## config.mk

```make
export PLATFORM = sky130hd
export DESIGN_NAME = i2s_rx
export DESIGN_NICKNAME = d
export VERILOG_FILES = /design/src/rtl/i2s_rx.sv
export SDC_FILE = /design/constraint.sdc
export NUM_CORES = 1
export LEC_CHECK = 0
export CAP_MARGIN = 5
export CORE_MARGIN = 5
export CORE_UTILIZATION = 45
export CTS_CLUSTER_DIAMETER = 80
export DETAILED_ROUTE_END_ITERATION = 6
export PLACE_DENSITY = 0.65
export SKIP_LAST_GASP = 1
export SYNTH_ARGS = -nofsm -noshare
export SYNTH_HDL_FRONTEND = slang
export SYNTH_SLANG_ARGS = --single-unit
```

## constraint.sdc

```tcl
create_clock -name clk -period 2.2 [get_ports clk]
set_input_delay 0.44 -clock clk [delete_from_list [all_inputs] [get_ports clk]]
set_output_delay 0.44 -clock clk [all_outputs]
set_load 0.05 [all_outputs]
```

## src/rtl/i2s_rx.sv

```systemverilog
// Philips I2S slave receiver: oversamples bclk/lrclk/sdata on clk and emits stereo pairs; optional I2S_RX_FRAME_CHECK_EN.
// Latency: 3 clk edges from the first edge that samples bclk high to the sample_valid pulse; no backpressure (pulse is not held).
module i2s_rx #(
  parameter int DATA_W = 16
) (
  input  logic              clk,
  input  logic              rst_n,
  input  logic              bclk,
  input  logic              lrclk,
  input  logic              sdata,
  output logic [DATA_W-1:0] left_data,
  output logic [DATA_W-1:0] right_data,
  output logic              sample_valid,
  output logic              frame_err
);

  if (DATA_W < 8 || DATA_W > 32) begin : g_bad_width
    $error("i2s_rx: DATA_W must be within 8..32");
  end

  typedef enum logic [1:0] {
    S_SYNC  = 2'd0,
    S_LEFT  = 2'd1,
    S_RIGHT = 2'd2
  } state_e;

  state_e state_q, state_d;

  logic bclk_s1_q, bclk_s2_q, bclk_dly_q;
  logic lr_s1_q, lr_s2_q;
  logic sd_s1_q, sd_s2_q;

  logic              ws_prev_q, ws_prev_d;
  logic [6:0]        bitcnt_q, bitcnt_d;
  logic [DATA_W-1:0] word_q, word_d;
  logic [DATA_W-1:0] word_store;
  logic [DATA_W-1:0] left_hold_q, left_hold_d;
  logic              left_ok_q, left_ok_d;
  logic [DATA_W-1:0] left_q, left_d;
  logic [DATA_W-1:0] right_q, right_d;
  logic              valid_q, valid_d;

  logic rise;
  logic ws_change;
  logic load_left;
  logic right_done;
  logic pair_ok;
  logic frame_bad;
  logic emit;

  // lrclk and sdata share the bclk synchronizer depth so they line up with rise
  always_ff @(posedge clk or negedge rst_n) begin
    if (!rst_n) begin
      bclk_s1_q  <= 1'b0;
      bclk_s2_q  <= 1'b0;
      bclk_dly_q <= 1'b0;
      lr_s1_q    <= 1'b0;
      lr_s2_q    <= 1'b0;
      sd_s1_q    <= 1'b0;
      sd_s2_q    <= 1'b0;
    end else begin
      bclk_s1_q  <= bclk;
      bclk_s2_q  <= bclk_s1_q;
      bclk_dly_q <= bclk_s2_q;
      lr_s1_q    <= lrclk;
      lr_s2_q    <= lr_s1_q;
      sd_s1_q    <= sdata;
      sd_s2_q    <= sd_s1_q;
    end
  end

  assign rise      = bclk_s2_q & ~bclk_dly_q;
  assign ws_change = rise & (lr_s2_q != ws_prev_q);

  // Accumulator with the current bit merged in; positions past DATA_W are dropped
  always_comb begin
    word_store = word_q;
    for (int i = 0; i < DATA_W; i++) begin
      if (int'(bitcnt_q) == DATA_W - 1 - i) begin
        word_store[i] = sd_s2_q;
      end
    end
  end

  always_ff @(posedge clk or negedge rst_n) begin
    if (!rst_n) begin
      state_q <= S_SYNC;
    end else begin
      state_q <= state_d;
    end
  end

  always_comb begin
    state_d = state_q;
    if (ws_change) begin
      case (state_q)
        S_SYNC:  state_d = lr_s2_q ? S_RIGHT : S_LEFT;
        S_LEFT:  state_d = S_RIGHT;
        S_RIGHT: state_d = S_LEFT;
        default: state_d = S_SYNC;
      endcase
    end
  end

`ifdef I2S_RX_FRAME_CHECK_EN
  localparam logic [6:0] MIN_CNT = 7'(DATA_W - 1);

  logic [6:0] left_cnt_q, left_cnt_d;
  logic       ferr_q;
`endif

  always_comb begin
    load_left  = ws_change && (state_q == S_LEFT);
    right_done = ws_change && (state_q == S_RIGHT);
    pair_ok    = right_done && left_ok_q;
`ifdef I2S_RX_FRAME_CHECK_EN
    // Counts hold slot length minus one, so MIN_CNT marks a full DATA_W slot
    frame_bad  = pair_ok && ((bitcnt_q != left_cnt_q) ||
                             (bitcnt_q < MIN_CNT) ||
                             (left_cnt_q < MIN_CNT));
`else
    frame_bad  = 1'b0;
`endif
    emit       = pair_ok && !frame_bad;
  end

  always_comb begin
    ws_prev_d   = ws_prev_q;
    bitcnt_d    = bitcnt_q;
    word_d      = word_q;
    left_hold_d = left_hold_q;
    left_ok_d   = left_ok_q;
    left_d      = left_q;
    right_d     = right_q;
    valid_d     = emit;

    if (rise) begin
      if (ws_change) begin
        ws_prev_d = lr_s2_q;
        bitcnt_d  = 7'd0;
        word_d    = '0;
      end else begin
        word_d   = word_store;
        bitcnt_d = (bitcnt_q == 7'd127) ? bitcnt_q : bitcnt_q + 7'd1;
      end
    end

    if (load_left) begin
      left_hold_d = word_store;
      left_ok_d   = 1'b1;
    end
    if (right_done) begin
      left_ok_d = 1'b0;
    end
    if (emit) begin
      left_d  = left_hold_q;
      right_d = word_store;
    end
  end

  always_ff @(posedge clk or negedge rst_n) begin
    if (!rst_n) begin
      ws_prev_q   <= 1'b0;
      bitcnt_q    <= 7'd0;
      word_q      <= '0;
      left_hold_q <= '0;
      left_ok_q   <= 1'b0;
      left_q      <= '0;
      right_q     <= '0;
      valid_q     <= 1'b0;
    end else begin
      ws_prev_q   <= ws_prev_d;
      bitcnt_q    <= bitcnt_d;
      word_q      <= word_d;
      left_hold_q <= left_hold_d;
      left_ok_q   <= left_ok_d;
      left_q      <= left_d;
      right_q     <= right_d;
      valid_q     <= valid_d;
    end
  end

`ifdef I2S_RX_FRAME_CHECK_EN
  always_comb begin
    left_cnt_d = load_left ? bitcnt_q : left_cnt_q;
  end

  always_ff @(posedge clk or negedge rst_n) begin
    if (!rst_n) begin
      left_cnt_q <= 7'd0;
      ferr_q     <= 1'b0;
    end else begin
      left_cnt_q <= left_cnt_d;
      ferr_q     <= frame_bad;
    end
  end

  assign frame_err = ferr_q;
`else
  assign frame_err = 1'b0;
`endif

  assign left_data    = left_q;
  assign right_data   = right_q;
  assign sample_valid = valid_q;

endmodule

```

==> impl_metrics.py <==
metrics = {
    "worst_setup_path": {
        "critical_path_class": "reg2out",
        "arrival_ns": 1.58,
        "start_kind": "flip-flop",
        "timing.critical_path.buf_inv": 1,
        "endpoint_kind": "primary output",
        "slowest_stage": "clkdlybuf4s50_1",
        "required_ns": 1.76,
        "path_cells": "clkdlybuf4s50_1",
        "cp_top_family": "buffers and inverters",
        "critPathMaxStageDelay_ns": 0.82,
        "worstPathMaxFanout": 2,
    },
    "synth": {
        "synthCells": 371,
        "ys_ff_latch": 83,
        "synth_area_per_cell_sq_um": 10.5,
        "yosysTopAreaCell": "dfrtp_1",
        "synth_nets": 380,
        "syn_area_sq_mm": 0.00391,
        "synth-seq-area-share_pct": 53.2,
        "synth_area_leaders": "dfrtp_1 (53%), a31oi_1 (11%), nand3_1 (3.6%), o211ai_1 (3.5%), mux2_1 (3.5%)",
        "yosysTopAreaCellShare_pct": 53.2,
        "yosysWarnings": 0,
        "ys_types": 41,
    },
    "timing": {
        "rsz0062_at_grt": "false",
        "finalCritPeriodShare_pct": 91.7,
        "finalHoldWorstSlack_ns": 0.100,
        "fin_crit_ns": 2.02,
        "fin_skew_ns": 0.00945,
        "timing.fmax_ghz": 0.496,
        "tightestPinTransition_ns": 0.661,
        "setup_viol": 0,
        "hold_viol": 0,
        "fin_ws_ns": 0.183,
        "report.final.slew_viol_count": 0,
        "maxSlewHeadroom_pct": 55.9,
        "fin_setup_tns_ns": 0,
    },
    "placement": {
        "post_dp_cell_area_sq_mm": 0.00440,
        "io_buffers": 37,
        "post-place-ws_ns": 0.268,
        "dp_cells": 497,
        "place_hpwl_um": 6330,
        "place.gp.congestion": 0.844,
    },
    "cts": {
        "cts_resized": 0,
        "cts_htree_levels": 3,
        "clk_pin_slew_ns": 0.09,
        "cts_setup_buffers": 0,
        "max-clock-path-buffers": 2,
        "cts_hold_buf": 0,
        "cts.sinks": 83,
        "cts_tree": "yes",
        "ctsRootBufferMaster": "clkbuf_8",
        "clock_latency_ns": 0.36,
        "cts_buffers": 9,
    },
    "final_layout": {
        "drive_gt1_share_pct": 11.9,
        "final_area_sq_mm": 0.00460,
        "fill_cells": 748,
        "instances_no_fill": 513,
        "diodes": 0,
        "fin_util_pct": 53.5,
        "synthToLayoutAreaGrowth_pct": 17.8,
        "layout.nets": 409,
    },
    "job": {
        "max_cap_violations": 0,
    },
    "route": {
        "route.detailed.drc": 0,
        "drt_wl_total_um": 9450,
        "dr.pass1.iters": 4,
        "ant_nets": 0,
        "vias_per_cell": 6.17,
        "drt-wirelength-per-cell_um": 18.4,
        "drt-initial-drc-count": 254,
        "dr_total_vias": 3166,
    },
    "global_routing": {
        "grtUsageTotal_pct": 18.8,
        "grt_first_pass_wirelength_um": 15700,
        "antenna_found_initial": 0,
        "grt_pass1_vias": 3030,
        "gr-total-overflow": 0,
        "grt_max_degree": 50,
    },
    "die": {
        "die_y_um": 103,
        "rows": 34,
        "die_w_um": 103,
        "core_sq_mm": 0.00859,
        "die_area_sq_mm": 0.0106,
        "start_util_pct": 45.5,
        "ios": 39,
    },
    "pwr": {
        "finalPower_mw": 6.51,
        "leakagePower_nw": 1.88,
        "p_per_area_mw_per_mm2": 1420,
        "peakVddDrop_v": 0.000463,
    },
    "worst_hold_path": {
        "hp-class": "in2async",
    },
    "run_status": {
        "status": "finished clean",
    },
}
Yosys cell counts:
master / instances
o21a_1: 1
a31oi_1: 67
buf_6: 3
nand2_1: 24
and3b_1: 2
or3_1: 1
clkbuf_2: 1
a21oi_1: 3
nor4b_2: 3
a41o_1: 1
inv_1: 2
buf_1: 3
mux2_2: 5
clkbuf_1: 24
o31ai_1: 2
xnor2_1: 1
o2111ai_1: 2
conb_1: 1
xor2_2: 1
nand2b_1: 5
buf_4: 2
or4b_1: 3
and3_1: 5
or4_1: 1
o211ai_1: 18
a41oi_1: 1
mux2_1: 12
o2bb2ai_1: 1
dfrtp_1: 83
and2_1: 1
nor2b_1: 7
o31a_1: 1
nor4_2: 1
nor2_1: 5
ha_1: 4
nand4_1: 17
o21ai_0: 18
o311ai_0: 2
a311oi_1: 3
nand3_1: 28
buf_2: 6
cell families (layout without fill, tap and decap cells):
| family | after synthesis | after routing | share of synthesized area [%] |
|---|---|---|---|
| other cells | 1 | 1 | 0.0960 |
| buf+inv | 41 | 75 | 4.93 |
| mux | 17 | 17 | 4.90 |
| flops | 83 | 83 | 53.2 |
| simple gates | 103 | 103 | 15.0 |
| compound gates | 120 | 120 | 20.0 |
| fa+ha+maj | 4 | 4 | 1.28 |
| xor+xnor | 2 | 2 | 0.641 |
power by group:
group          switching [mW]  internal, mW  total, mW  leakage, nW
combinational            1.90          1.01       2.91        0.762
sequential              0.368          2.11       2.47         1.02
clock                   0.571         0.560       1.13       0.0957
area by class of cell:
type	instances	area, sq um	area share (%)
repair buffers	57	531	11.5
multi-input cells	247	1650	35.8
flip-flops and latches	83	2080	45.1
inverters	2	7.51	0.163
well taps	108	135	2.94
clock inverters	5	62.6	1.36
clock buffers	11	141	3.07
layer usage:
layer	up-vias	global-route usage [%]	routed length, um
li1	1487	-	-
met1	1561	27.3	4370
met2	108	28.8	4370
met3	10	3.22	573
met4	0	6.18	131
met5	-	0	0
state kept, by name (all words and copies together), names as in the netlist, 2 cells and up:
name / count
state_q: 2
left_hold_q: 16
word_q: 16
left_data: 16
right_data: 16
bitcnt_q: 7
worst paths after layout:
| check | cells after the start | slack, ns | end | from |
|---|---|---|---|---|
| max in group asynchronous | 2 | 1.48 | right_data[3]$_DFFE_PN0P_ | rst_n |
| min | 1 | 0.10 | left_data[9]$_DFFE_PN0P_ | rst_n |
| max | 1 | 0.18 | right_data[6] | right_data[6]$_DFFE_PN0P_ |
| min reg2reg | 0 | 0.35 | bclk_s2_q$_DFF_PN0_ | bclk_s1_q$_DFF_PN0_ |
| min in group clk | 0 | 0.35 | bclk_s2_q$_DFF_PN0_ | bclk_s1_q$_DFF_PN0_ |
| max reg2reg | 5 | 0.24 | left_hold_q[14]$_DFFE_PN0P_ | bitcnt_q[1]$_DFFE_PN0P_ |
cells in the final DEF (no fill, tap or decap), drive strengths merged, types with 2 or more instances in the layout:
cell	instances
nand3	28
clkdlybuf4s50	36
buf	21
a21oi	3
inv	2
dfrtp	83
o31ai	2
a31oi	67
o311ai	2
mux2	17
nand2b	5
and3b	2
and3	5
nand2	24
o2111ai	2
nor4b	3
nand4	17
ha	4
or4b	3
nor2b	7
a311oi	3
clkinv	2
clkbuf	11
nor2	5
clkinvlp	2
o21ai	18
o211ai	18
Power figures use the tool's default switching activity.
==> RTL change 1, RTL diff (config.mk and constraints unchanged) <==
`word_q` and `left_hold_q` no longer have a reset.
--- a/src/rtl/i2s_rx.sv
+++ b/src/rtl/i2s_rx.sv
@@ -162,8 +162,6 @@
     if (!rst_n) begin
       ws_prev_q   <= 1'b0;
       bitcnt_q    <= 7'd0;
-      word_q      <= '0;
-      left_hold_q <= '0;
       left_ok_q   <= 1'b0;
       left_q      <= '0;
       right_q     <= '0;
@@ -171,8 +169,6 @@
     end else begin
       ws_prev_q   <= ws_prev_d;
       bitcnt_q    <= bitcnt_d;
-      word_q      <= word_d;
-      left_hold_q <= left_hold_d;
       left_ok_q   <= left_ok_d;
       left_q      <= left_d;
       right_q     <= right_d;
@@ -180,6 +176,11 @@
     end
   end
 
+  always_ff @(posedge clk) begin
+    word_q      <= word_d;
+    left_hold_q <= left_hold_d;
+  end
+
 `ifdef I2S_RX_FRAME_CHECK_EN
   always_comb begin
     left_cnt_d = load_left ? bitcnt_q : left_cnt_q;
Check against the original RTL: no difference found for any inputs over 10 cycles, from zero or initial values and one cycle with rst_n low; that may be too few to reach the edited logic, so the function may still have changed.
==> RTL change 1 against the unedited design <==
Non-clock buffer count decreased by 9; synthesized cell count decreased by 22%; design area decreased by 8.5%; sequential cell count unchanged; wire length decreased by 20%; power decreased by 9.3%; largest cell class unchanged; synthesized area decreased by 8.1%; setup slack improved by 0.044 ns; via count decreased by 24%; fmax increased by 2.2%.
==> RTL change 1: results (changes against the unedited design) <==
[status]
status=finished, final reports clean

[clock_network]
cts_max_path_buffers=2  ; unchanged
post-cts-setup-buffers=0  ; unchanged
cts_sinks=83  ; unchanged
clk_pin_slew_ns=0.08
htreeDepth=3  ; unchanged
clk_latency_ns=0.35

[global_routing]
track_usage_pct=15.9  ; -2.9 points
grt_pass1_wl_um=12400  ; -21%
grt_pass1_vias=2417  ; -20%
grt_max_degree=52  ; +4.0%
antenna_found_initial=0  ; unchanged

[worst_hold_path]
hold_path.class=input port to asynchronous set/reset pin

[synth]
synth_edf_count=32  ; +32
synthAdderAreaFrac_pct=1.39  ; +0.11 points
synth_mux_area_share_pct=6.59  ; +1.7 points
ys_warn_count=0  ; unchanged
synth.area.top_cells=dfrtp_1 (36%), edfxtp_1 (27%), a31oi_1 (6.3%)
async_reset_ff_share_pct=61.4  ; -39 points
yosysSeqAreaShare_pct=62.3  ; +9.2 points
synth_xor_area_share_pct=0.697  ; +0.056 points
synth.distinct_cells=43  ; +4.9%
synthesis.nets=298  ; -22%
synth_common_cells=dfrtp_1 (51), a31oi_1 (36), edfxtp_1 (32)
synth_compound_area_share_pct=14.6  ; -5.4 points

[pwr]
peakVddDrop_uv=540  ; +17%
pwr-share-comb_pct=44.8  ; about the same
internal_power_mw=3.40  ; -7.6%
p_leak_nw=1.67  ; -11%
power_frac_seq_pct=38.7  ; +0.7 points
total_power_mw=5.91  ; -9.3%

[worst_setup_path]
arrival_ns=1.53  ; -0.05 ns
r2r_slack_ns=0.28  ; +0.04 ns
crit_slowest_cell=clkdlybuf4s50_1
slowest_delay_ns=0.81

[finish]
multi_input_cells=177  ; -28%
antenna_cells=0  ; unchanged
non_clock_buffer_area_share_pct=10.9  ; -0.59 points
seq_share_pct=53.2  ; +8.0 points
buffers=48  ; -16%
filler_cell_count=682  ; -8.8%
drive_above_1_share_pct=14.0  ; +2.1 points
final_nets=333  ; -19%
clk_share_pct=4.07  ; -0.36 points
multi_input_area_share_pct=28.3  ; -7.5 points
clock_buffers=12  ; +1
num-nonclk-inverters=5  ; +3

[detailed_routing]
post_drt_wl_per_cell_um=17.4  ; -5.3%
first_pass_iters=4  ; unchanged
viasPerCell=5.61  ; -9.0%
drt_iter0_drc=162  ; -36%

[timing]
tightest_slew_ns=0.879  ; +0.218 ns
whs_ns=0.201  ; +0.101 ns
slew_violations=0  ; unchanged
fin_worst_skew_ns=0.00976  ; +0.000305 ns

[place]
portBuffers=37  ; unchanged
dpl.hpwl_um=4860  ; -23%
finalWeightedCongestion=0.892  ; +5.7%

-- RTL change 1: per-layer routing --
metal	track usage (%)	routed length (um)	vias to the layer above
met3	2.59	274	18
met5	0	0	-
met4	7.67	230	0
met2	26.4	3660	52
li1	-	-	1155
met1	20.2	3360	1195
-- RTL change 1: stage by stage --
| stage | cells | setup WS [ns] | area, sq um |
|---|---|---|---|
| 6_report | 431 | 0.227 | 4210 |
| 5_1_grt | 431 | 0.170 | 4210 |
| 4_1_cts | 431 | 0.199 | 4210 |
| 3_5_place_dp | 415 | 0.293 | 4040 |
| 3_3_place_gp | 415 | 0.355 | 4040 |
| 2_1_floorplan | 289 | 0.274 | 3590 |
-- RTL change 1: cells by family after synthesis --
| family | Yosys count |
|---|---|
| xor gates and xnor gates | 2 |
| muxes | 17 |
| and+or+nand+nor | 66 |
| AOI/OAI and AO/OA | 87 |
| other | 1 |
| buffers and inverters | 29 |
| adders and majority gates | 4 |
| DFF | 83 |
-- RTL change 1: worst register-to-register path, delay by kind of cell (launching register included) --
| family | cells | cell delay [ns] |
|---|---|---|
| DFF | 1 | 0.50 |
| and+or+nand+nor | 1 | 0.76 |
| AOI/OAI and AO/OA | 2 | 0.41 |
-- RTL change 1: final timing paths --
path / startpoint / to / cells after the start
worst max register to register: bitcnt_q[5]$_DFFE_PN0P_ / word_q[6]$_SDFFCE_PP0P_ / 3
max in group asynchronous: rst_n / right_data[6]$_DFFE_PN0P_ / 2
worst min-delay path: rst_n / left_data[12]$_DFFE_PN0P_ / 2
worst min register to register: lr_s1_q$_DFF_PN0_ / lr_s2_q$_DFF_PN0_ / 0
worst max-delay path: right_data[7]$_DFFE_PN0P_ / right_data[7] / 1
min in group clk: lr_s1_q$_DFF_PN0_ / lr_s2_q$_DFF_PN0_ / 0
==> RTL change 2, RTL diff (same settings) <==
Made on the original files. Build with the macro `I2S_RX_FRAME_CHECK_EN` defined.
--- a/src/rtl/i2s_rx.sv
+++ b/src/rtl/i2s_rx.sv
@@ -1,5 +1,7 @@
 // Philips I2S slave receiver: oversamples bclk/lrclk/sdata on clk and emits stereo pairs; optional I2S_RX_FRAME_CHECK_EN.
 // Latency: 3 clk edges from the first edge that samples bclk high to the sample_valid pulse; no backpressure (pulse is not held).
+`define I2S_RX_FRAME_CHECK_EN
+
 module i2s_rx #(
   parameter int DATA_W = 16
 ) (
Function: changed (a bounded check fails within 10 cycles, from zero or initial values and one cycle with rst_n low).
==> RTL change 2 against the unedited design <==
Wire length is 23% lower; design area is 0.63% higher; synthesized area down 1.4%; global-route usage is 3.5 points lower; synthesized cell count down 7.8%; setup slack worse by 0.16 ns; sequential cell count increased by 8; critical path type is now flop to flop.
Power is not compared: it rests on default switching activity, and its combinational part moved more than twofold at a synthesized area within 25%.
==> RTL change 2: results (changes against the unedited design) <==
[worst_setup_path]
crit_path_max_fanout=29  ; +27
r2r_slack_ns=0.02  ; -0.22 ns
regToRegEndpoint=left_data[0]$_DFFE_PN0P_
slowest_delay_ns=0.45  ; -0.37 ns
reg2reg_depth=7  ; +2
arrival_ns=2.42  ; +0.84 ns
worstReg2RegStart=bitcnt_q[4]$_DFFE_PN0P_
critPathKind=flop to flop

[place]
dpl.hpwl_um=4900  ; -23%
dp.cells=488  ; -1.8%
finalWeightedCongestion=0.806  ; -4.5%
place_ws_ns=0.0180  ; -0.250 ns
portBuffers=38  ; +2.7%
dpl_cell_area_sq_mm=0.00445  ; +1.2%

[synth]
synth_common_cells=dfrtp_1 (91), nand2_1 (48), mux2i_1 (32)
yosysSeqAreaShare_pct=59.1  ; +5.9 points
async_reset_ff_share_pct=100  ; unchanged
syn_inst=342  ; -7.8%
synthesis.nets=351  ; -7.6%
synth.distinct_cells=30  ; -27%
synth.area.top_cells=dfrtp_1 (59%), mux2i_1 (8.3%), nand2_1 (4.7%)
synth_ff_type=dfrtp_1

[detailed_routing]
via_count=2557  ; -19%
drt_iter0_drc=151  ; -41%
wl_met2_um=3430  ; -22%
post_drt_wl_per_cell_um=14.4  ; -22%
wl_met3_um=302  ; -47%
drt-met1-wl_um=3420  ; -22%
viasPerCell=5.07  ; -18%
first_pass_iters=4  ; unchanged

[finish]
filler_cell_count=747  ; -0.13%
final_nets=403  ; -1.5%
drive_above_1_share_pct=12.0  ; +0.18 points

[global_routing]
grt_pass1_wl_um=12600  ; -20%
track_usage_pct=15.3  ; -3.5 points
grt_max_degree=92  ; +84%

[clock_network]
clk_pin_slew_ns=0.09  ; about the same

[status]
status=finished, final reports clean

[timing]
fin_worst_skew_ns=0.00834  ; -0.00111 ns
tightest_slew_ns=0.516  ; -0.145 ns
whs_ns=0.0805  ; -0.0198 ns

RTL change 2: cell count changes in the layout (fill, tap and decap cells not counted), moves of 18 or more:
cell	change
a31oi_1	-65
mux2i_1	+32
nand2_1	+24
nand3_1	-23
a21oi_1	+18
inv_1	+18
nor2_1	+18
o211ai_1	-18
RTL change 2: logic make-up after synthesis:
kind of cell | count (synthesis) | synth area share (%)
AOI/OAI and AO/OA | 52 | 7.37
xor gates and xnor gates | 8 | 1.82
adders and majority gates | 4 | 1.30
buffers and inverters | 36 | 4.12
DFF | 91 | 59.1
muxes | 55 | 15.0
and+or+nand+nor | 96 | 11.2
RTL change 2: critical path, delay by kind of cell (launching register included):
family | cells | cell delay (ns)
flops | 1 | 0.45
compound gates | 2 | 0.44
buf+inv | 2 | 0.42
mux | 1 | 0.35
xor+xnor | 1 | 0.19
simple gates | 1 | 0.18
RTL change 2: area by class of cell:
type                    count  area [sq um]  share of cell area [%]
repair buffers             57           546                    11.8
multi-input cells         215          1420                    30.7
flip-flops and latches     91          2280                    49.2
well taps                 105           131                    2.84
clock buffers              11           141                    3.05
clock inverters             5          37.5                   0.811
inverters                  20          75.1                    1.62
RTL change 2: routing by layer:
metal	global-route usage [%]	up-vias
met5	0	-
met4	5.75	0
met3	3.65	9
met2	23.5	55
met1	21.2	1247
li1	-	1246
RTL change 2: worst min-delay path by stage:
stage	endpoint
final	bclk_s1_q$_DFF_PN0_
after floorplan	bclk_dly_q$_DFF_PN0_
after CTS	bclk_s1_q$_DFF_PN0_
after global routing	bclk_s1_q$_DFF_PN0_
after detailed placement	lr_s2_q$_DFF_PN0_
after global placement	sd_s2_q$_DFF_PN0_
